--- src/rtl/seg_display_sched_if.sv ---
// Scheduler bus: default and request sources, converter hookup, panel pins.
// Requests use valid/ack handshakes. Valid stays high until a one-cycle ack.
interface seg_display_sched_if;
  logic [13:0] base_num;
  logic        base_dec;
  logic        req0_valid;
  logic [13:0] req0_num;
  logic        req0_dec;
  logic        req0_ack;
  logic        req1_valid;
  logic [13:0] req1_num;
  logic        req1_dec;
  logic        req1_ack;
  logic [13:0] conv_num;
  logic        conv_dec;
  logic [31:0] conv_seg;
  logic [3:0]  an;
  logic [7:0]  seg;
  logic [1:0]  src;
  logic        busy;

  modport master (
    output base_num, base_dec,
    output req0_valid, req0_num, req0_dec, input req0_ack,
    output req1_valid, req1_num, req1_dec, input req1_ack,
    input  conv_num, conv_dec, output conv_seg,
    input  an, seg, src, busy
  );

  modport slave (
    input  base_num, base_dec,
    input  req0_valid, req0_num, req0_dec, output req0_ack,
    input  req1_valid, req1_num, req1_dec, output req1_ack,
    output conv_num, conv_dec, input conv_seg,
    output an, seg, src, busy
  );
endinterface

--- src/rtl/seg_display_sched.sv ---
// Display scheduler and digit scanner. Accepts in 1 cycle, holds HOLD_CYCLES, pins lag 1 cycle.
// req1 is held off (unacked) during a req0 hold; req0 preempts req1 at any time.
module seg_display_sched #(
  parameter int SCAN_DIV    = 100000,
  parameter int HOLD_CYCLES = 200000000
) (
  input logic              clk,
  input logic              reset_n,
  seg_display_sched_if.slave bus
);
  localparam int HW = $clog2(HOLD_CYCLES);
  localparam int SW = $clog2(SCAN_DIV);

  typedef enum logic [1:0] {IDLE = 2'd0, HOLD0 = 2'd1, HOLD1 = 2'd2} state_t;

  state_t        state, state_nxt;
  logic [HW-1:0] hold_cnt, hold_cnt_nxt;
  logic [13:0]   num_nxt;
  logic          dec_nxt;
  logic          ack0_nxt, ack1_nxt;
  logic [SW-1:0] scan_cnt;
  logic [1:0]    idx;

  logic acc0, acc1, expire, scan_wrap;

  // A valid seen while its own ack is high is the same request, not a new one.
  assign expire    = (state != IDLE) && (hold_cnt == '0);
  assign acc0      = bus.req0_valid && !bus.req0_ack;
  assign acc1      = bus.req1_valid && !bus.req1_ack && ((state != HOLD0) || expire);
  assign scan_wrap = (scan_cnt == SW'(SCAN_DIV - 1));

  always_comb begin
    state_nxt    = state;
    hold_cnt_nxt = hold_cnt;
    num_nxt      = bus.conv_num;
    dec_nxt      = bus.conv_dec;
    ack0_nxt     = 1'b0;
    ack1_nxt     = 1'b0;
    if (acc0) begin
      state_nxt    = HOLD0;
      hold_cnt_nxt = HW'(HOLD_CYCLES - 1);
      num_nxt      = bus.req0_num;
      dec_nxt      = bus.req0_dec;
      ack0_nxt     = 1'b1;
    end else if (acc1) begin
      state_nxt    = HOLD1;
      hold_cnt_nxt = HW'(HOLD_CYCLES - 1);
      num_nxt      = bus.req1_num;
      dec_nxt      = bus.req1_dec;
      ack1_nxt     = 1'b1;
    end else if (state == IDLE || expire) begin
      state_nxt = IDLE;
      num_nxt   = bus.base_num;
      dec_nxt   = bus.base_dec;
    end else begin
      hold_cnt_nxt = hold_cnt - HW'(1);
    end
  end

  always_ff @(posedge clk or negedge reset_n) begin
    if (!reset_n) begin
      state        <= IDLE;
      hold_cnt     <= '0;
      bus.conv_num <= '0;
      bus.conv_dec <= 1'b0;
      bus.req0_ack <= 1'b0;
      bus.req1_ack <= 1'b0;
      bus.src      <= 2'd0;
      bus.busy     <= 1'b0;
    end else begin
      state        <= state_nxt;
      hold_cnt     <= hold_cnt_nxt;
      bus.conv_num <= num_nxt;
      bus.conv_dec <= dec_nxt;
      bus.req0_ack <= ack0_nxt;
      bus.req1_ack <= ack1_nxt;
      bus.src      <= 2'(state_nxt);
      bus.busy     <= (state_nxt != IDLE);
    end
  end

  // Scanning runs regardless of scheduler state; leftmost digit is lit first.
  always_ff @(posedge clk or negedge reset_n) begin
    if (!reset_n) begin
      scan_cnt <= '0;
      idx      <= 2'd3;
      bus.an   <= 4'b1111;
      bus.seg  <= 8'hFF;
    end else begin
      scan_cnt <= scan_wrap ? '0 : scan_cnt + SW'(1);
      if (scan_wrap) idx <= idx - 2'd1;
      bus.an  <= ~(4'b0001 << idx);
      bus.seg <= bus.conv_seg[{idx, 3'b000} +: 8];
    end
  end
endmodule
--- src/flat_wrapper.sv ---
// flat-port wrapper written by rule: the top's interface ports become plain ports
module seg_display_sched_flat 
#(
  parameter int SCAN_DIV    = 100000,
  parameter int HOLD_CYCLES = 200000000
)
  (clk, reset_n, bus_base_num, bus_base_dec, bus_req0_valid, bus_req0_num, bus_req0_dec, bus_req0_ack, bus_req1_valid, bus_req1_num, bus_req1_dec, bus_req1_ack, bus_conv_num, bus_conv_dec, bus_conv_seg, bus_an, bus_seg, bus_src, bus_busy);
  seg_display_sched_if bus_i ();
  input logic clk;
  input logic reset_n;
  input wire logic [$bits(bus_i.base_num)-1:0] bus_base_num;
  input wire logic [$bits(bus_i.base_dec)-1:0] bus_base_dec;
  input wire logic [$bits(bus_i.req0_valid)-1:0] bus_req0_valid;
  input wire logic [$bits(bus_i.req0_num)-1:0] bus_req0_num;
  input wire logic [$bits(bus_i.req0_dec)-1:0] bus_req0_dec;
  output wire logic [$bits(bus_i.req0_ack)-1:0] bus_req0_ack;
  input wire logic [$bits(bus_i.req1_valid)-1:0] bus_req1_valid;
  input wire logic [$bits(bus_i.req1_num)-1:0] bus_req1_num;
  input wire logic [$bits(bus_i.req1_dec)-1:0] bus_req1_dec;
  output wire logic [$bits(bus_i.req1_ack)-1:0] bus_req1_ack;
  output wire logic [$bits(bus_i.conv_num)-1:0] bus_conv_num;
  output wire logic [$bits(bus_i.conv_dec)-1:0] bus_conv_dec;
  input wire logic [$bits(bus_i.conv_seg)-1:0] bus_conv_seg;
  output wire logic [$bits(bus_i.an)-1:0] bus_an;
  output wire logic [$bits(bus_i.seg)-1:0] bus_seg;
  output wire logic [$bits(bus_i.src)-1:0] bus_src;
  output wire logic [$bits(bus_i.busy)-1:0] bus_busy;
  assign bus_i.base_num = bus_base_num;
  assign bus_i.base_dec = bus_base_dec;
  assign bus_i.req0_valid = bus_req0_valid;
  assign bus_i.req0_num = bus_req0_num;
  assign bus_i.req0_dec = bus_req0_dec;
  assign bus_req0_ack = bus_i.req0_ack;
  assign bus_i.req1_valid = bus_req1_valid;
  assign bus_i.req1_num = bus_req1_num;
  assign bus_i.req1_dec = bus_req1_dec;
  assign bus_req1_ack = bus_i.req1_ack;
  assign bus_conv_num = bus_i.conv_num;
  assign bus_conv_dec = bus_i.conv_dec;
  assign bus_i.conv_seg = bus_conv_seg;
  assign bus_an = bus_i.an;
  assign bus_seg = bus_i.seg;
  assign bus_src = bus_i.src;
  assign bus_busy = bus_i.busy;
  seg_display_sched #(.SCAN_DIV(SCAN_DIV), .HOLD_CYCLES(HOLD_CYCLES)) u_core (.clk(clk), .reset_n(reset_n), .bus(bus_i));
endmodule
--- config.mk ---
export PLATFORM = sky130hd
export DESIGN_NAME = seg_display_sched_flat
export DESIGN_NICKNAME = d
export VERILOG_FILES = /design/src/rtl/seg_display_sched_if.sv /design/src/rtl/seg_display_sched.sv /design/src/flat_wrapper.sv
export SDC_FILE = /design/constraint.sdc
export NUM_CORES = 1
export LEC_CHECK = 0
export BUFFER_PORTS_ARGS = -buffer_cell sky130_fd_sc_hd__buf_4
export CORE_ASPECT_RATIO = 0.8
export CORE_UTILIZATION = 40
export CTS_CLUSTER_SIZE = 24
export DETAILED_ROUTE_END_ITERATION = 10
export PLACE_DENSITY = 0.7
export SLEW_MARGIN = 20
export SYNTH_ARGS = -nofsm -noshare
export SYNTH_HDL_FRONTEND = slang
export SYNTH_SLANG_ARGS = --single-unit
--- constraint.sdc ---
create_clock -name clk -period 3.2 [get_ports clk]
set_input_delay 0.64 -clock clk [delete_from_list [all_inputs] [get_ports clk]]
set_output_delay 0.64 -clock clk [all_outputs]
set_load 0.01 [all_outputs]
==> results of run 1 <==
-- critical path, cell delays in order, from the launching register on --
cell,delay (ns)
dfrtp_1,0.43
or4_4,0.61
or4_4,0.65
o31a_1,0.58
o21ai_4,0.37
a221o_1,0.16
-- flip-flops by register name, indices dropped and copies added (netlist names) --
register             cells
u_core.bus.seg           8
u_core.idx               2
u_core.bus.src           2
u_core.hold_cnt         28
u_core.bus.conv_dec      1
u_core.bus.busy          1
u_core.bus.req0_ack      1
u_core.bus.req1_ack      1
u_core.bus.an            4
u_core.scan_cnt         17
u_core.bus.conv_num     14
-- final cells by class --
type                       instances  area (um2)  share of cell area (%)
sequential                        79        1994                   35.76
tap                              140       175.2                   3.140
inverter                          10       37.54                  0.6729
timing repair buffer             125       942.2                   16.89
clock buffer                      11       242.7                   4.352
multi-input combinational        301        2105                   37.73
clock inverter                     5       81.33                   1.458
-- cells by family after synthesis --
family / count (synthesis) / share of synthesized area [%]
AO/OA/AOI/OAI: 111 / 18.37
XOR/XNOR: 19 / 3.908
adder cells (fa/ha/maj): 6 / 1.763
buffers and inverters: 35 / 3.820
flip-flops: 79 / 46.84
multiplexers: 10 / 4.702
AND/OR/NAND/NOR: 155 / 20.60
-- synth_stat cells (2+ instances only) --
library cell  count
nor2b_1           4
nor3_1           25
buf_4             3
or3_1            12
a211oi_1          3
nand4_1           5
a21oi_1          27
inv_1            10
dfrtp_1          65
o41ai_1           5
nor4_1            5
nand3_1          23
nand2_1          16
ha_1              6
xor2_1            7
xnor2_1          12
clkbuf_1         15
o211ai_1         16
dfstp_2          14
nor4_2            2
a22o_1           15
a31oi_1          18
or4_4             2
a2111o_1          2
nor3b_1           2
buf_2             4
buf_6             2
or2_2             4
o31ai_1           9
nor2_1           25
or4_1            12
o21ai_0           9
and3_1            7
mux4_2            8
mux2i_1           2
nand2b_1          3
-- power breakdown --
group / total [mW] / switching, mW / internal [mW] / leakage [nW]
registers: 1.23 / 0.0931 / 1.14 / 0.888
clock network: 1.10 / 0.400 / 0.704 / 0.156
logic: 0.960 / 0.544 / 0.417 / 1.20
total: 3.29 / 1.04 / 2.26 / 2.24
-- how the worst max path moves through the flow --
stage                                         end  slack (ns)  cells after the start
after detailed placement      u_core.hold_cnt[16]        0.38                      6
after CTS                     u_core.hold_cnt[16]        0.37                      6
after floorplan           u_core.bus.conv_num[10]        0.52                      9
after global routing           u_core.hold_cnt[7]        0.21                      8
final                          u_core.hold_cnt[5]        0.35                      5
after global placement         u_core.hold_cnt[5]        0.45                      5
-- per-stage QoR --
| step | util [%] | area, um2 | power, mW | cells | setup slack [ns] |
|---|---|---|---|---|---|
| 4_1_cts | 54.22 | 5574 | 3.314 | 671 | 0.3714 |
| 3_5_place_dp | 51.06 | 5250 | 2.198 | 655 | 0.3823 |
| 5_1_grt | 54.25 | 5578 | 3.452 | 671 | 0.2082 |
| 2_1_floorplan | - | 4258 | 1.758 | 415 | 0.5152 |
| 6_report | 54.25 | 5578 | 3.294 | 671 | 0.3479 |
| 3_3_place_gp | 51.03 | 5246 | 2.166 | 655 | 0.4538 |
-- routing by layer --
layer,global-route usage (%),part of all wire (%),vias up
li1,-,-,1806
met1,30.01,46,1915
met2,31.02,46,163
met3,5.218,7.1,12
met4,5.411,0.98,0
met5,0,0,-
==> summary by stage, run 1 <==
Routing
The total vias in the final route is 3896. For this run, the detailed router's first-pass iteration total came to 5. The first routing iteration left 335 violations. The count of nets left with antenna violations once routing finished came out at 0. Dividing the detail-routed wire length by the instance count gives 16.62 um. After detailed routing, the total wire length is 11.15 mm. The post-detailed-route via-to-cell ratio is 5.806. In the routed design, unresolved DRC markers number 0.

Setup path
The critical path in this run is classified as reg -> reg. The source of the worst register-to-register timing path is u_core.hold_cnt[8]. The required time at the worst-slack endpoint is 3.47 ns.

The path depth of the worst reg2reg path is 5. The register-to-register setup slack is 0.35 ns. The maximum fanout along the worst path is 19. The startpoint kind of the worst setup timing path is a register. At the worst endpoint, the arrival time is 3.13 ns.

STA classifies the critical path endpoint as a register. The critical path launch point is u_core.hold_cnt[8]. The endpoint identified for the worst register-to-register timing path is u_core.hold_cnt[5].

Layout
The relative area change from synthesis to final layout is 31.00%. In the final layout, the share of cells above drive strength 1 is 33.15%. Leaving out fill and tap cells, the most frequent cells in the layout are buf_4, dfrtp_1, a21oi_1.

Leaving out fill and tap cells, the most frequent cell in the layout is buf_4. 0 antenna diodes ended up in the layout. The number of fill cells is 878. The total number of nets in the final design is 613.

Timing
The pin slew with the least headroom to its limit is 0.8172 ns. The worst max-slew margin expressed relative to the limit is 45.52%. Setup violations remaining at the end of the flow were counted as 0. The number of hold violations in the final report is 0. Setup repair after global routing left no endpoint under its margin. Setup total negative slack on the finished layout was measured at 0 ns. The share of the cycle needed by the critical path after routing is 89.13%.

The number of pins exceeding their max-slew limit in the final report is 0. Derived from the worst setup path, the maximum achievable clock frequency is 0.3506 GHz. The post-route clock skew is 0.005333 ns. The tightest hold path in the finished design has a slack of 0.3328 ns. Subtracting the final worst setup slack from the clock period gives 2.852 ns.

Yosys
Each instance of the synthesized netlist takes up on average 10.26 um2. The mapped netlist covers 4258 um2. The biggest area consumer among synthesized cells is dfrtp_1. Counting flops with a built-in enable in the synthesized netlist gives 0. The primary flip-flop cell chosen by synthesis mapping is dfrtp_1. Sorting the synthesized cells by area gives the leading types as dfrtp_1, dfstp_2, mux4_2. After synthesis, the netlist uses 52 different library cells.

The portion of the post-synthesis area used by sequential elements is 46.84%. Synthesis produced a netlist with a net count of 502. During synthesis, Yosys emitted a total of 0 warnings. In this run, synthesis produced a sequential element count of 79. Of the post-synthesis cell area, the dominant cell type holds 38.20%. The proportion of register bits with asynchronous set or reset after synthesis is 100.0%. The number of instances in the synthesized netlist is 415.

Die
113 I/O pins were placed. The row count is 33. The area inside the core boundary is 10280 um2. The floorplan step defined a die boundary enclosing 11060 um2.

The floorplan step set the die height to 94.28 um. The initial standard-cell utilization of the core is 41.41%. The floorplan step set the die width to 117.4 um.

Global route
The final global-route overflow total is 0. The first global-routing pass estimated 18.33 mm of wire. The via count of the first global-routing pass was 3609. The number of antenna violations at the first check in global routing is 0. Entering global routing, the biggest net connects 80 pins. The overall routing resource usage is 20.84%.

Job
The count of maximum capacitance violations is 0.

Pwr
The standby leakage power is 2.240 nW. Power spread over the standard cell area amounts to 590.6 nW/um2. Across the VDD grid, the largest voltage drop is 0.0002682 V.

Place
Buffers placed on the I/O ports in this run total 112. The congestion estimate from routability-driven global placement came to 0.8503. Detailed placement ended at an HPWL of 8.044 mm.

Clock tree
The CTS tree is done. The H-tree depth reported by CTS is 3. No sink is reached through more buffers than the 2 on the longest clock path. The number of sinks on the clock net is 79.

In this run the post-CTS setup repair buffer count came out at 0. After clock tree synthesis, the repair step resized 0 gates. For the worst-skew pair, the clock arrives at the later sink with an insertion delay of 0.34 ns. The TritonCTS buffer count is 9.

The hold-fix buffer count after cts is 0. After clock tree synthesis, the clock-pin slew on the worst setup and hold paths is 0.06 ns. The root buffer cell chosen for the clock tree is clkbuf_16.

Status
The flow ran to the end, and the final reports show no timing, DRC or antenna violations.

Hold path
The path class of the tightest hold or removal check is in -> async.
Power figures use the tool's default switching activity.
==> inputs of run 2 (changes only) <==
--- a/config.mk
+++ b/config.mk
@@ -5,12 +5,12 @@
 export SDC_FILE = /design/constraint.sdc
 export NUM_CORES = 1
 export LEC_CHECK = 0
-export BUFFER_PORTS_ARGS = -buffer_cell sky130_fd_sc_hd__buf_4
 export CORE_ASPECT_RATIO = 0.8
 export CORE_UTILIZATION = 40
 export CTS_CLUSTER_SIZE = 24
 export DETAILED_ROUTE_END_ITERATION = 10
-export PLACE_DENSITY = 0.7
+export DONT_BUFFER_PORTS = 1
+export PLACE_DENSITY = 0.61
 export SLEW_MARGIN = 20
 export SYNTH_ARGS = -nofsm -noshare
 export SYNTH_HDL_FRONTEND = slang
==> summary by stage, run 2 (synthesized netlist as in run 1, its figures left out) <==
Pwr
The share of total power in the clock network is 36.7%. The worst vdd rail ir drop is 0.0002670 V. The cell area power density is 639.6 nW/um2. The internal power of the cells totals 2.056 mW.

The reported net switching power is 984.6 uW. Per report_power, the combinational group accounts for 20.4% of the total. In this run switching power makes up 32.38% of total power. The register share of total power is 42.9%. The standby leakage power is 1.716 nW.

Setup path
The required time at the worst-slack endpoint is 3.47 ns. STA classifies the critical path endpoint as a register. On the critical path, the stage with the largest delay is an instance of or4_1. On the worst path, the slowest cell contributes a delay of 0.64 ns. The data arrival time of the worst path is 3.12 ns. Along the worst path, the maximum fanout reaches 19. The startpoint kind of the worst setup timing path is a register.

The critical path class is reg -> reg. The critical path goes through or4_1 > or4_1 > o31a_1 > o21ai_4 > a221o_1. The critical path's most frequent cell is or4_1.

Timing
Setup violations remaining at the end of the flow were counted as 0. The sum of negative setup slack is 0 ns. The number of pins exceeding their max-slew limit in the final report is 0. The worst max-slew margin expressed relative to the limit is 43.37%. Setup repair after global routing left no endpoint under its margin.

The post-route clock skew is 0.007092 ns. The worst path uses 88.99% of the clock period. The number of hold violations in the final report is 0. The maximum clock frequency is 0.3511 GHz. The time the final worst path needs with I/O delays and setup is 2.848 ns.

Final hold analysis gives a worst-case slack of 0.1538 ns. At the pin with the least slew margin, the transition time is 0.8495 ns.

Layout
The repair_antennas step left the layout with diodes totalling 0. The relative area change from synthesis to final layout is 11.67%. The number of flip-flops in the largest register is 28. The number of fill cells is 958. Leaving out fill and tap cells, the most frequent cells in the layout are dfrtp_1, a21oi_1, nor2_1, nor3_1, nand3_1. For this run, the post-layout net count is 501.

Of the cells placed in the final design, the portion with a size suffix greater than 1 is 15.27%. In the final layout, the registers with the most flip-flops are u_core.hold_cnt (28), u_core.scan_cnt (17), u_core.bus.conv_num (14). Once layout is complete, the cells apart from fillers number 559.

For this run, the share of the core covered by cells in the final layout is 46.25%. The most flop-heavy register is u_core.hold_cnt. The library cell used most frequently in the layout, excluding fill and tap cells, is dfrtp_1.

Global route
The maximum number of pins on one net before global-route repair is 66. The via count of the first global-routing pass came to 3242. The number of antenna violations at the first check in global routing came to 0. The first global-routing pass estimated 16.52 mm of wire. The overall routing resource usage is 19.36%. The final global-route overflow total is 0.

Routing
The met3 layer wire length in the routed design is 860 um. Summed over all layers, the routed wires come to 10.31 mm. Dividing the detail-routed wire length by the instance count gives 18.45 um.

The total vias in the final route is 3380. In this run the remaining antenna-violating nets after routing total 0. The detailed router put a total of 4.829 mm of wire on met1. The uppermost layer routed is met4. After the first detailed-routing iteration, the DRC count stood at 254. The met2 wirelength from detailed routing is 4.562 mm. The remaining routing DRC violations is 0. The post-detailed-route via-to-cell ratio is 6.047. The first detailed-routing pass ran for 4 iterations.

Hold path
In this run the worst hold path is classified as in -> async.

Die
The number of I/O pins is 113. The die area is 11060 um2. For this configuration, the core starts out at a cell density of 41.41%. The chip width is 117.4 um. The area inside the core boundary is 10280 um2. The floorplan step set the die height to 94.28 um. The row count is 33.

Place
The quantity of I/O buffers inserted on ports is 0. In this run, placement finished with an instance count of 542. Summed over all nets, the half-perimeter wirelength after detailed placement is 7.043 mm. At the end of routability-driven placement, the weighted congestion stood at 0.8014.

Clock tree
Clock-pin slew was measured on the worst setup and hold paths at 0.06 ns. TritonCTS built the clock tree. No sink is reached through more buffers than the 2 on the longest clock path.

For this design, the sink count on the clock tree is 79. The TritonCTS buffer count is 9. The tree is rooted in a clkbuf_16. The clock tree synthesis step divided the H-tree into 3 levels.

The number of gates resized after CTS was 0. The clock latency of the later-clocked register in the worst-skew pair is 0.34 ns. The number of buffers inserted by post-CTS setup repair is 0.

Status
The run finished with clean final reports.

Job
The tool flagged a number of max-cap violations equal to 0.
run 2: cell types whose count changed in the layout (fill, tap and decap cells not counted), sizes merged:
cell      previous run  this run
clkinvlp             1         0
clkinv               2         3
buf                125        13
run 2: routing by layer:
| layer | up-vias | GRT usage [%] |
|---|---|---|
| met4 | 0 | 5.195 |
| met5 | - | 0 |
| met2 | 127 | 28.60 |
| met3 | 5 | 7.767 |
| met1 | 1656 | 26.12 |
| li1 | 1592 | - |
run 2: power groups by stage:
stage	Clock (mW)	Sequential (mW)	Combinational (mW)
floorplan	0	1.29	0.470
global placement	0	1.32	0.588
detailed placement	0	1.32	0.603
CTS	1.13	1.31	0.624
global route	1.19	1.32	0.691
finish	1.11	1.31	0.620
run 2: metrics by stage:
stage | setup WS (ns) | power [mW] | instance area (um2)
after global placement | 0.3840 | 1.909 | 4398
final | 0.3522 | 3.041 | 4755
after global routing | 0.1631 | 3.195 | 4755
after floorplan | 0.5152 | 1.758 | 4258
after CTS | 0.3541 | 3.065 | 4755
after detailed placement | 0.3586 | 1.926 | 4402
run 2: worst paths after layout:
path | start | end | slack (ns) | depth (start not counted)
min in group clk | u_core.scan_cnt[0] | u_core.scan_cnt[0] | 0.49 | 1
max in group asynchronous | reset_n | u_core.bus.conv_num[12] | 2.73 | 1
worst max register to register | u_core.hold_cnt[22] | u_core.hold_cnt[5] | 0.35 | 5
worst max-delay path | u_core.hold_cnt[22] | u_core.hold_cnt[5] | 0.35 | 5
worst min-delay path | reset_n | u_core.bus.seg[6] | 0.15 | 0
worst min register to register | u_core.scan_cnt[0] | u_core.scan_cnt[0] | 0.49 | 1
run 2: critical path, delay by kind of cell (launching register included):
kind	cells	cell delay (ns)
simple gates	2	1.27
flops	1	0.42
compound gates	3	1.09
run 2: layout make-up:
class / count / area, um2 / share of cell area, %
Sequential cell: 79 / 1994 / 41.95
Inverter: 10 / 37.54 / 0.7895
Timing Repair Buffer: 13 / 117.6 / 2.474
Multi-Input combinational cell: 301 / 2105 / 44.26
Clock buffer: 11 / 242.7 / 5.105
Tap cell: 140 / 175.2 / 3.684
Clock inverter: 5 / 82.58 / 1.737
run 2: repair_timing:
action,in CTS,in global routing
hold buffers,1,0
hold endpoints to repair,65,0
endpoints found under the setup margin,0,0
